File: src/rtl/mem_port_arbiter.sv
// Shared 32-bit memory port arbiter between the I-cache fill side and the D side.
// Grants one owner at a time, lingers one cycle after each beat, and flags stalled beats.
module mem_port_arbiter #(
    parameter int unsigned TIMEOUT = 15
) (
    input  logic        clk,
    input  logic        rst,
    input  logic        i_re,
    input  logic [14:0] i_addr,
    output logic        i_rdy,
    output logic [31:0] i_rd_data,
    input  logic        d_re,
    input  logic        d_we,
    input  logic [14:0] d_addr,
    input  logic [31:0] d_wr_data,
    output logic        d_rdy,
    output logic [31:0] d_rd_data,
    output logic        mem_re,
    output logic        mem_we,
    output logic [14:0] mem_addr,
    output logic [31:0] mem_wr_data,
    input  logic [31:0] mem_rd_data,
    input  logic        mem_rdy,
    output logic        gnt_i,
    output logic        gnt_d,
    output logic        err_timeout
);

    typedef enum logic [2:0] {
        IDLE    = 3'd0,
        GRANT_I = 3'd1,
        GRANT_D = 3'd2,
        HOLD_I  = 3'd3,
        HOLD_D  = 3'd4
    } state_t;

    localparam logic        SIDE_I     = 1'b0;
    localparam logic        SIDE_D     = 1'b1;
    localparam logic [3:0]  TIMEOUT_C  = 4'(TIMEOUT);
    localparam logic [3:0]  TIMEOUT_M1 = 4'(TIMEOUT - 1);

    state_t      state_r;
    state_t      state_s;
    logic        last_r;
    logic [3:0]  wd_cnt_r;
    logic        err_r;
    logic        d_req_s;
    logic        in_grant_s;

    assign d_req_s    = d_re | d_we;
    assign in_grant_s = (state_r == GRANT_I) || (state_r == GRANT_D);

    // Next-state selection: round-robin on ties in IDLE, owner keeps priority in HOLD.
    always_comb begin
        state_s = state_r;
        case (state_r)
            IDLE: begin
                if (i_re && d_req_s) begin
                    state_s = (last_r == SIDE_I) ? GRANT_D : GRANT_I;
                end else if (i_re) begin
                    state_s = GRANT_I;
                end else if (d_req_s) begin
                    state_s = GRANT_D;
                end else begin
                    state_s = IDLE;
                end
            end
            GRANT_I: begin
                if (!i_re) begin
                    state_s = IDLE;
                end else if (mem_rdy) begin
                    state_s = HOLD_I;
                end else begin
                    state_s = GRANT_I;
                end
            end
            GRANT_D: begin
                if (!d_req_s) begin
                    state_s = IDLE;
                end else if (mem_rdy) begin
                    state_s = HOLD_D;
                end else begin
                    state_s = GRANT_D;
                end
            end
            HOLD_I: begin
                if (i_re) begin
                    state_s = GRANT_I;
                end else if (d_req_s) begin
                    state_s = GRANT_D;
                end else begin
                    state_s = IDLE;
                end
            end
            HOLD_D: begin
                if (d_req_s) begin
                    state_s = GRANT_D;
                end else if (i_re) begin
                    state_s = GRANT_I;
                end else begin
                    state_s = IDLE;
                end
            end
            default: begin
                state_s = IDLE;
            end
        endcase
    end

    // Port steering: owner drives the memory port; rdy only reaches a still-requesting owner.
    always_comb begin
        mem_re      = 1'b0;
        mem_we      = 1'b0;
        mem_addr    = 15'd0;
        mem_wr_data = 32'd0;
        i_rdy       = 1'b0;
        d_rdy       = 1'b0;
        case (state_r)
            GRANT_I, HOLD_I: begin
                mem_re   = i_re;
                mem_addr = i_addr;
                if (state_r == GRANT_I) begin
                    i_rdy = mem_rdy & i_re;
                end else begin
                    i_rdy = 1'b0;
                end
            end
            GRANT_D, HOLD_D: begin
                mem_we      = d_we;
                mem_re      = d_re & ~d_we;
                mem_addr    = d_addr;
                mem_wr_data = d_wr_data;
                if (state_r == GRANT_D) begin
                    d_rdy = mem_rdy & d_req_s;
                end else begin
                    d_rdy = 1'b0;
                end
            end
            default: begin
                mem_re = 1'b0;
            end
        endcase
    end

    // State and last-served side registers.
    always_ff @(posedge clk) begin
        if (rst) begin
            state_r <= IDLE;
            last_r  <= SIDE_I;
        end else begin
            state_r <= state_s;
            if (state_r == GRANT_I && state_s == HOLD_I) begin
                last_r <= SIDE_I;
            end else if (state_r == GRANT_D && state_s == HOLD_D) begin
                last_r <= SIDE_D;
            end else begin
                last_r <= last_r;
            end
        end
    end

    // Watchdog: counts stalled grant cycles; the counter saturates so the flag cannot re-arm.
    always_ff @(posedge clk) begin
        if (rst) begin
            wd_cnt_r <= 4'd0;
            err_r    <= 1'b0;
        end else if ((state_s != state_r) || mem_rdy) begin
            wd_cnt_r <= 4'd0;
            err_r    <= err_r;
        end else if (in_grant_s) begin
            if (wd_cnt_r != TIMEOUT_C) begin
                wd_cnt_r <= wd_cnt_r + 4'd1;
            end else begin
                wd_cnt_r <= wd_cnt_r;
            end
            if (wd_cnt_r == TIMEOUT_M1) begin
                err_r <= 1'b1;
            end else begin
                err_r <= err_r;
            end
        end else begin
            wd_cnt_r <= wd_cnt_r;
            err_r    <= err_r;
        end
    end

    assign gnt_i       = (state_r == GRANT_I) || (state_r == HOLD_I);
    assign gnt_d       = (state_r == GRANT_D) || (state_r == HOLD_D);
    assign err_timeout = err_r;
    assign i_rd_data   = mem_rd_data;
    assign d_rd_data   = mem_rd_data;

endmodule

File: config.mk
export PLATFORM = sky130hd
export DESIGN_NAME = mem_port_arbiter
export DESIGN_NICKNAME = d
export VERILOG_FILES = /design/src/rtl/mem_port_arbiter.sv
export SDC_FILE = /design/constraint.sdc
export NUM_CORES = 1
export LEC_CHECK = 0
export CAP_MARGIN = 20
export CORE_MARGIN = 5
export CORE_UTILIZATION = 23
export DETAILED_ROUTE_END_ITERATION = 8
export GPL_TIMING_DRIVEN = 1
export PLACE_DENSITY = 0.81
export REMOVE_ABC_BUFFERS = 1
export SLEW_MARGIN = 15
export SYNTH_ARGS = -nofsm -noshare
export SYNTH_HDL_FRONTEND = slang
export SYNTH_SLANG_ARGS = --single-unit
export TNS_END_PERCENT = 1
File: constraint.sdc
create_clock -name clk -period 2 [get_ports clk]
set_clock_uncertainty 0.1 [all_clocks]
set_input_delay 0.2 -clock clk [delete_from_list [all_inputs] [get_ports clk]]
set_output_delay 0.2 -clock clk [all_outputs]
set_load 0.01 [all_outputs]
==> run metrics <==
outcome finished clean; EDFF count, synth 0; reg-to-reg startpoint state_r[2]; critical-path cell list xnor2_1 > nor2_2 > buf_12 > clkdlybuf4s50_1; reg-to-reg critical path endpoint wd_cnt_r[1]; Startpoint Class flop; final hold vios 0; synthesized area per cell 7.66 um^2; Final period util 98.6%; Core Region 5990 um^2; Worst-Margin Slew 0.452 ns; dominant cell type by area after synthesis buf_4; Seq cells post-synth 9; Tmin final 1.97 ns; dpl ws -0.0618 ns; top_reg_cell synth dfxtp_1; clk sink count 9; initial antenna violation count 0; Diodes inserted 0; DR vias 1,510; RSZ-0062 raised after global routing yes; vias in the first global route 1,507; Hold Path Sink i_rd_data[22]; final wirelength 7.22 mm; Pre-antenna DRT Iters 4; Via density 4.62; Num CTS Buffers 3; maximum VDD drop 416 uV; Max Fclk 507 MHz; Required @ worst endpoint 1.70 ns; Worst R2R Path Depth 7; starting density of the core 23.9%; GRT Util Overall 16.6%; grt ovf 0; setup TNS 0 ns; slowest CP cell clkdlybuf4s50_1; crit end category output port; largest net degree at the start of global routing 49; count leader, synth buf_4; layout cells sized above 1 10.7%; Synth Cell Area 1430 um^2; Synth area leaders buf_4, and2_1, dfxtp_1; clock-pin transition on the worst setup and hold timing paths 0.04 ns; Inst Count DP 321; CP peak stage delay 0.56 ns; top-area cell type share of the netlist area 34.1%; final non-filler cell total 327; ys async rst share 0%; worst skew pair latency 0.23 ns; max_slew headroom 69.6%; routed len/inst 22.1 um; PwrDens 425 nW/um^2; Port Buffers 121; TritonCTS clock tree done; final core occ 38.9%; Ports 218; Yosys warning total 0; Post-synth top cells buf_4, and2_1, a22o_1; P&R area growth vs syn 62.8%; Die Ht 88.9 um; final setup margin 0.0281 ns; Lkg Pwr 1.14 nW; Final Max Tran Viols 0; H-Tree Depth 1; Setup Crit Path Kind reg -> out; MaxCap Viol Count 0; DIE AREA 7910 um^2; Mapped Cells 187; Final HPWL DP 6.03 mm; Min-Delay Path Class in -> out; worst hold stages 0; die width 88.9 um; Seq/Total Area, Yosys 12.6%; CTS root buffer clkbuf_8; Starting DRT DRC Count 33; number of remaining DRC errors 0; routability congestion estimate 0.864; post-synthesis cell type count 34; Hold Crit Start mem_rd_data[22]; Clock Tree Buf Depth 2; CP max FO 48; worst reg2reg setup slack 0.18 ns; CP arrival 1.67 ns; # rows 28; Nets 355; # setup viols final 0; antenna violation net count after detailed routing 0; first-pass GRT wire length 9.56 mm
-- critical path: cells and delay by family (launching register included) --
kind                   cells  cell delay (ns)
buffers and inverters      2             0.78
flip-flops                 1             0.34
AND/OR/NAND/NOR            1             0.16
XOR/XNOR                   1             0.15
-- cell usage in the layout, fill, tap and decap left out, types with 2 or more instances in the layout --
master | synthesis | final
clkbuf_8 | 0 | 3
nor3_1 | 7 | 6
a21oi_1 | 4 | 4
dfxtp_1 | 9 | 7
a31oi_1 | 2 | 2
nand2b_1 | 3 | 3
a21o_1 | 2 | 2
clkdlybuf4s50_1 | 0 | 70
xnor2_1 | 3 | 3
mux2i_1 | 2 | 2
dlymetal6s2s_1 | 0 | 2
dfxtp_2 | 0 | 2
dlygate4sd2_1 | 0 | 49
nor2_1 | 7 | 6
ha_1 | 2 | 2
a22o_1 | 15 | 15
buf_4 | 65 | 12
buf_12 | 0 | 2
and2_1 | 32 | 32
inv_1 | 6 | 6
-- worst max-delay path by stage --
stage / startpoint / endpoint / slack, ns / cells past startpoint
after floorplan: state_r[2] / mem_re / -0.57 / 3
after global routing: state_r[1] / gnt_d / -0.07 / 4
after detailed placement: i_re / wd_cnt_r[1] / -0.06 / 7
after global placement: d_we / d_rdy / -0.03 / 6
final: state_r[1] / gnt_d / 0.03 / 4
after CTS: d_re / d_rdy / 0.005 / 6
-- through the flow --
stage               instance area [um^2]  total power, mW  hold slack (ns)
floorplan                            888            0.431            0.169
global placement                    2310            0.842            0.301
detailed placement                  2310            0.852            0.301
CTS                                 2300            0.999            0.301
global route                        2330             1.06            0.300
finish                              2330            0.991            0.300
-- cell families after synthesis --
kind of cell | count (synthesis) | synth area share (%)
buffers and inverters | 80 | 39.6
flip-flops | 9 | 12.6
adder cells (fa/ha/maj) | 2 | 1.75
AND/OR/NAND/NOR | 60 | 24.7
XOR/XNOR | 4 | 2.45
multiplexers | 2 | 1.40
AO/OA/AOI/OAI | 30 | 17.6
-- registers in the layout (all words and copies together), names as in the netlist --
signal / flops
wd_cnt_r: 4
err_timeout: 1
last_r: 1
state_r: 3
-- final cells by class --
type,instances,area [um^2]
clock buffer,4,45.0
fill,617,3660
inverter,6,22.5
multi-input combinational,98,703
sequential,9,183
tap,75,93.8
timing repair buffer,135,1280
-- repair_timing --
| action | 4_1_cts | 5_1_grt |
|---|---|---|
| endpoints found under the hold margin | 0 | 0 |
| setup endpoints to repair | 51 | 3 |
| resized for setup | 52 | 4 |
| pin swaps | 0 | 1 |
| gates cloned | 0 | 0 |
| buffers inserted | 0 | 2 |
| hold buffers | 0 | 0 |
-- layer usage --
| layer | track usage, % | share of wire [%] | routed length, um |
|---|---|---|---|
| met5 | 9.74 | 0 | 0 |
| met4 | 3.02 | 0.78 | 56 |
| met3 | 14.5 | 21 | 1550 |
| met2 | 23.9 | 41 | 2990 |
| met1 | 18.0 | 36 | 2630 |
-- where the power goes --
part	leakage, nW	switching [mW]	internal [mW]
clock	0.0228	0.0700	0.139
combinational	1.04	0.238	0.346
sequential	0.0738	0.0101	0.188
Note: power is estimated with default switching activity, not from simulation.
